**src/rtl/if_id_stage.sv**
```systemverilog
// IF/ID pipeline register with load-use hazard detection, taken-branch flush
// and saturating stall/flush event counters.
module if_id_stage #(
  parameter int unsigned XLEN      = 32,
  parameter logic [31:0] NOP_INSTR = 32'h00000013,
  parameter int unsigned CNT_W     = 16
) (
  input  logic             clk_i,
  input  logic             rst_i,
  input  logic [XLEN-1:0]  pc_i,
  input  logic [31:0]      instr_i,
  input  logic             branch_taken_i,
  input  logic             idex_memread_i,
  input  logic [4:0]       idex_rd_i,
  output logic [XLEN-1:0]  pc_o,
  output logic [31:0]      instr_o,
  output logic             valid_o,
  output logic             hazard_o,
  output logic             pc_write_o,
  output logic             flush_o,
  output logic [CNT_W-1:0] stall_cnt_o,
  output logic [CNT_W-1:0] flush_cnt_o
);

  localparam logic [6:0] OPC_RTYPE  = 7'b0110011;
  localparam logic [6:0] OPC_ITYPE  = 7'b0010011;
  localparam logic [6:0] OPC_LOAD   = 7'b0000011;
  localparam logic [6:0] OPC_STORE  = 7'b0100011;
  localparam logic [6:0] OPC_BRANCH = 7'b1100011;

  localparam logic [CNT_W-1:0] CNT_MAX = '1;

  logic [6:0] opc;
  logic [4:0] rs1;
  logic [4:0] rs2;
  logic       rs1_used;
  logic       rs2_used;
  logic       rs1_hit;
  logic       rs2_hit;

  assign opc = instr_o[6:0];
  assign rs1 = instr_o[19:15];
  assign rs2 = instr_o[24:20];

  // Which source registers the held instruction actually reads.
  always_comb begin
    rs1_used = 1'b0;
    rs2_used = 1'b0;
    case (opc)
      OPC_RTYPE, OPC_STORE, OPC_BRANCH: begin
        rs1_used = 1'b1;
        rs2_used = 1'b1;
      end
      OPC_ITYPE, OPC_LOAD: rs1_used = 1'b1;
      default: ;
    endcase
  end

  assign rs1_hit = rs1_used && (rs1 == idex_rd_i);
  assign rs2_hit = rs2_used && (rs2 == idex_rd_i);

  // Bubbles never stall; a load into x0 never produces a usable value to wait for.
  assign hazard_o   = valid_o && idex_memread_i && (idex_rd_i != 5'd0) && (rs1_hit || rs2_hit);
  assign pc_write_o = !hazard_o;
  assign flush_o    = branch_taken_i && !hazard_o;

  // Pipeline register: stall holds, flush inserts a bubble, otherwise advance.
  always_ff @(posedge clk_i or negedge rst_i) begin
    if (!rst_i) begin
      pc_o    <= '0;
      instr_o <= NOP_INSTR;
      valid_o <= 1'b0;
    end else if (hazard_o) begin
      pc_o    <= pc_o;
      instr_o <= instr_o;
      valid_o <= valid_o;
    end else if (flush_o) begin
      pc_o    <= pc_i;
      instr_o <= NOP_INSTR;
      valid_o <= 1'b0;
    end else begin
      pc_o    <= pc_i;
      instr_o <= instr_i;
      valid_o <= 1'b1;
    end
  end

  // Saturating performance counters.
  always_ff @(posedge clk_i or negedge rst_i) begin
    if (!rst_i) begin
      stall_cnt_o <= '0;
      flush_cnt_o <= '0;
    end else begin
      if (hazard_o && (stall_cnt_o != CNT_MAX)) begin
        stall_cnt_o <= stall_cnt_o + CNT_W'(1);
      end
      if (flush_o && (flush_cnt_o != CNT_MAX)) begin
        flush_cnt_o <= flush_cnt_o + CNT_W'(1);
      end
    end
  end

endmodule

```
**config.mk**
```make
export PLATFORM = sky130hd
export DESIGN_NAME = if_id_stage
export DESIGN_NICKNAME = d
export VERILOG_FILES = /design/src/rtl/if_id_stage.sv
export SDC_FILE = /design/constraint.sdc
export NUM_CORES = 1
export LEC_CHECK = 0
export CORE_MARGIN = 5
export CORE_UTILIZATION = 47
export CTS_CLUSTER_DIAMETER = 80
export DETAILED_ROUTE_END_ITERATION = 10
export PLACE_DENSITY = 0.86
export RECOVER_POWER = 25
export SLEW_MARGIN = 10
export SYNTH_ARGS = -nofsm -noshare
export SYNTH_HDL_FRONTEND = slang
export SYNTH_SLANG_ARGS = --single-unit
```
**constraint.sdc**
```tcl
create_clock -name clk_i -period 4.87 [get_ports clk_i]
set_input_delay 0.974 -clock clk_i [delete_from_list [all_inputs] [get_ports clk_i]]
set_output_delay 0.974 -clock clk_i [all_outputs]
set_load 0.02 [all_outputs]
```
## Word-level counts from Yosys, hierarchy flattened

Cells that the tools add are included.

| operators by class | value |
|---|---|
| add/subtract/negate cells | 2 |
| eq/ne operators | 9 |
| multiplexer cells | 4 |
| reduce and logical (&&, ||, !) cells | 13 |

Operators with widths:

| cell | number |
|---|---|
| adder 16 x 1 -> 16 bit, second input constant | 2 |
| two-way mux 32 bit | 1 |
| != test 16 bit, second input constant | 2 |
| == test 7 x 6 -> 1 bit, second input constant | 2 |
| == test 5 bit | 2 |
| logical AND 1 bit | 8 |
| == test 7 x 2 -> 1 bit, second input constant | 1 |
| == test 7 x 5 -> 1 bit, second input constant | 1 |
| == test 7 bit, second input constant | 1 |
| nonzero test 5 bit | 1 |
| OR reduction 5 bit | 1 |
| two-way mux 1 bit | 3 |
| OR reduction 3 bit | 1 |
| logical NOT 1 bit | 1 |
| logical OR 1 bit | 1 |

| word-level totals | value |
|---|---|
| register bits | 97 |
| output and inout port bits | 100 |
| logic and storage cells | 33 |

## Logic depth before layout (Yosys ltp)

| depth | value |
|---|---|
| word-level depth | 9 |
| gate-level depth with buffers | 10 |

## Worst setup path after synthesis

OpenSTA, ideal clock, no wires.

| path | value |
|---|---|
| path kind | input port to output port |
| from | input idex_rd_i[4] |
| to | output hazard_o |
| data arrival time | 2.331 ns |
| path slack | 1.565 ns |
| stages on the path | 8 |
| path buffers | 3 |
| cell sequence | xor2_1 > nor4_1 > a32oi_1 > or2_1 > buf_4 > inv_2 > buf_6 > buf_2 |

| on the way | value |
|---|---|
| cells in the longest elaborated chain, start to end | 4 |
| elaborated cells on any way between the ends | 8 |

Ends and longest elaborated chain:

| what | RTL line | text |
|---|---|---|
| start: declaration | 14 | `input logic [4:0] idex_rd_i,` |
| == test 5 bit, on equally long branches | 59, 60 |  |
| logical AND 1 bit, on equally long branches | 59, 60 |  |
| logical OR 1 bit | 63 | `assign hazard_o = valid_o && idex_memread_i && (idex_rd_i != 5'd0) && (rs1_hit \|\| rs2_hit);` |
| logical AND 1 bit * | 63 |  |
| end: declaration | 18 | `output logic hazard_o,` |

Every way passes the cells marked *; elsewhere a longest branch is shown, timed or not.

## Final worst setup path

| path | value |
|---|---|
| from | input idex_rd_i[0] |
| to | output flush_o |

| on the way | value |
|---|---|
| cells in the longest elaborated chain, start to end | 6 |
| elaborated cells on any way between the ends | 10 |

Ends and longest elaborated chain:

| what | RTL line | text |
|---|---|---|
| == test 5 bit, on equally long branches | 59, 60 |  |
| logical AND 1 bit, on equally long branches | 59, 60 |  |
| logical OR 1 bit | 63 |  |
| logical AND 1 bit * | 63 |  |
| logical NOT 1 bit * | 65 | `assign flush_o = branch_taken_i && !hazard_o;` |
| logical AND 1 bit * | 65 |  |
| end: declaration | 20 | `output logic flush_o,` |

Marks and branches as above.

==> impl_results.md <==
- Status: finished, violations left
- Failing checks: max-capacitance violations, max-slew violations
- Area growth syn-to-layout: 46.84%
- Starting Density: about half
- Synthesis-stage register bit count: 97
- Initial antenna violation count: 0
- Slowest cell on crit path: clkdlybuf4s50_1
- Vias: 3,713
- CTS Buf Count: 9
- Startpoint Class: primary input
- Num ports: 173
- Peak Freq: between 0.2 and 0.25 GHz
- Crit end category: output pin
- HPWL Detailed: ~8600 µm
- Initial DRC count: 136
- Xor and xnor area share after synthesis: 7.200%
- Largest area contributor in the netlist: dfrtp_1
- Simple-gate share of the synthesized area: 29.24%
- Final Skew: ~14 ps
- Leakage: 2.853 nW
- Clk Latency, worst-skew pair: 350 ps
- Sequential fraction of the synthesis area: roughly 57%
- DIE AREA: 11,060 µm²
- Final net count: around 670
- Clock H-tree levels: 3
- Fin crit share: about nine tenths
- Worst Tran Pin Value: around 2400 ps
- Chip Width: 105.2 µm
- YS warnings: 0
- Most frequent cells in the layout: clkdlybuf4s50_1, nand2_1, dfrtp_1, nand3b_1, xor2_1
- Clock slew at reported path FFs: 90 ps
- Worst min-delay path class: reg2reg
- Post-synthesis cell area: about 4300 µm²
- Data required time of the worst path: approximately 4000 ps
- Gp weighted congestion: between 0.8 and 0.9
- CP Max Fanout: 13
- Largest buffer count on any clock path: 2
- Ys flop type: dfrtp_1
- Unrepaired setup endpoints after global routing: false
- Relative slew slack: -60.87%
- Mean cell area of the mapped netlist: a little under 10 µm²
- VDD IR-drop max: 0.2040 mV
- Most Frequent Cell on Critical Path: clkdlybuf4s50_1
- Max-cap viol count: 1
- Pin count of the biggest net entering global routing: 76
- CTS tree: built
- Mapped Nets: ~500
- Grt ovf: 0
- Post-CTS Hold Fix Bufs: 0
- Crit path arrival time: ~3400 ps
- Final Hold Fails: 0
- Average routed wire per standard cell: 16.63 µm
- Post-synthesis cell count: 432
- PostCTS Resize Cnt: 0
- Diodes inserted: 0
- Die height: ~110 µm
- FP Rows: 34
- Tot GR Track Use: 21.26%
- Synth top area share: about 55%
- Via density per instance: 5.237
- First-pass GRT wire length: 19,260 µm
- Post-CTS Setup Inserts: 0
- Largest family of logic cells by synthesized area: simple AND/OR/NAND/NOR gates
- Layout cell share with drive strength beyond 1: around 6.0%
- Distinct cell type count after synthesis: 40
- PD cells: a little over 300 nW/µm²
- Max-slew violations: 47
- Mux cell area share after synthesis: 1.293%
- Drc violations: 0
- Synth area leaders: dfrtp_1, nand2_1, nand3b_1, xor2_1, xnor2_1
- TNS Setup: 0 ps
- Synth Area in Adders: 0.5877%
- Crit-path max cell delay: ~600 ps
- Worst Path Class, Setup: in2out
- Drt total wl: 11,790 µm
- PortBufs: 172
- Number of clock sinks: 97
- Commonest non-fill, non-tap cell in the layout: clkdlybuf4s50_1
- Ys async rst share: 100.0%
- Vias in the first global route: 3,812
- First drt pass iteration count: 4
- CP cell instances: clkdlybuf4s50_1 -> or4_1 -> o211ai_2 -> or2_2 -> nand2_1 -> inv_1 -> clkdlybuf4s50_1
- Clk root buf: clkbuf_8
- Total power: 0.001897 W
- Post-synth EDFFs: 0
- Endpoints failing setup: 0
- Complex-gate fraction of the synthesized area: 1.675%
- Fillers: between 600 and 700
- Antenna viol nets, final: 0
- Min Tclk post-route: 4321 ps
- Core area: 8763 µm²
## worst max-delay path, delay by kind of cell
family          cells  cell delay (ps)
compound gates      1              190
simple gates        3             1000
buf+inv             3             1180
## area by class of cell
class / instances / area (µm²) / share of cell area (%)
Clock inverter: 5 / 80.08 / 1.281
Timing Repair Buffer: 177 / 1750 / 28.00
Clock buffer: 10 / 137.6 / 2.201
Tap cell: 108 / 135.1 / 2.161
Sequential cell: 97 / 2431 / 38.88
Inverter: 4 / 15.01 / 0.2401
Multi-Input combinational cell: 308 / 1703 / 27.24
## per-stage QoR
step	worst slack, ps	area, µm²	hold slack [ps]	cells	utilization [%]
after floorplan	1565	4258	491.6	432	-
after global placement	639.0	6041	448.0	694	68.93
after detailed placement	563.1	6041	454.1	694	68.93
after CTS	553.7	6259	474.9	709	71.42
after global routing	413.3	6252	492.1	709	71.34
final	548.5	6252	471.4	709	71.34
## sequential cells by signal, indices dropped and copies added (netlist names)
name	count
valid_o	1
flush_cnt_o	16
stall_cnt_o	16
instr_o	32
pc_o	32
## per-layer routing
| layer | part of all wire, % | wire [µm] | global-route usage [%] | vias up |
|---|---|---|---|---|
| met5 | 0 | 0 | 0 | - |
| met2 | 51 | 5959 | 36.19 | 141 |
| met3 | 7.4 | 873 | 5.302 | 15 |
| li1 | - | - | - | 1751 |
| met4 | 1.6 | 192 | 7.489 | 0 |
| met1 | 40 | 4770 | 26.20 | 1806 |
## report_power, final
group	total, W	leakage, nW	internal [W]	switching (W)
Combinational	0.000398	1.53	0.000205	0.000192
Clock	0.000566	0.104	0.000300	0.000267
Sequential	0.000932	1.22	0.000868	0.0000645
Total	0.00190	2.85	0.00137	0.000524
## synthesized netlist by cell type (all sizes together), types with 7 or more instances
master	n
nand2	163
dfrtp	94
nand3b	27
xor2	20
nand4	15
xnor2	15
buf	12
clkbuf	11
nand3	9
nor2	8
nor3	8
nor4	7
## kinds of logic (layout without fill, tap and decap cells)
logic type      after synthesis  after routing
simple gates                256            256
mux                           5              5
fa+ha+maj                     2              2
xor+xnor                     35             35
compound gates               10             10
buf+inv                      27            196
flops                        97             97
## final timing paths
| kind | endpoint | depth (start not counted) | slack [ps] | start |
|---|---|---|---|---|
| worst max-delay path | flush_o | 7 | 550 | idex_rd_i[0] |
| worst min-delay path | instr_o[4] | 2 | 470 | instr_o[4] |
| worst max register to register | flush_cnt_o[12] | 8 | 2010 | instr_o[24] |
| worst min register to register | instr_o[4] | 2 | 470 | instr_o[4] |
| max in group asynchronous | stall_cnt_o[2] | 2 | 1250 | rst_i |
| min in group asynchronous | instr_o[18] | 1 | 1350 | rst_i |
(Power assumes the default switching activity.)
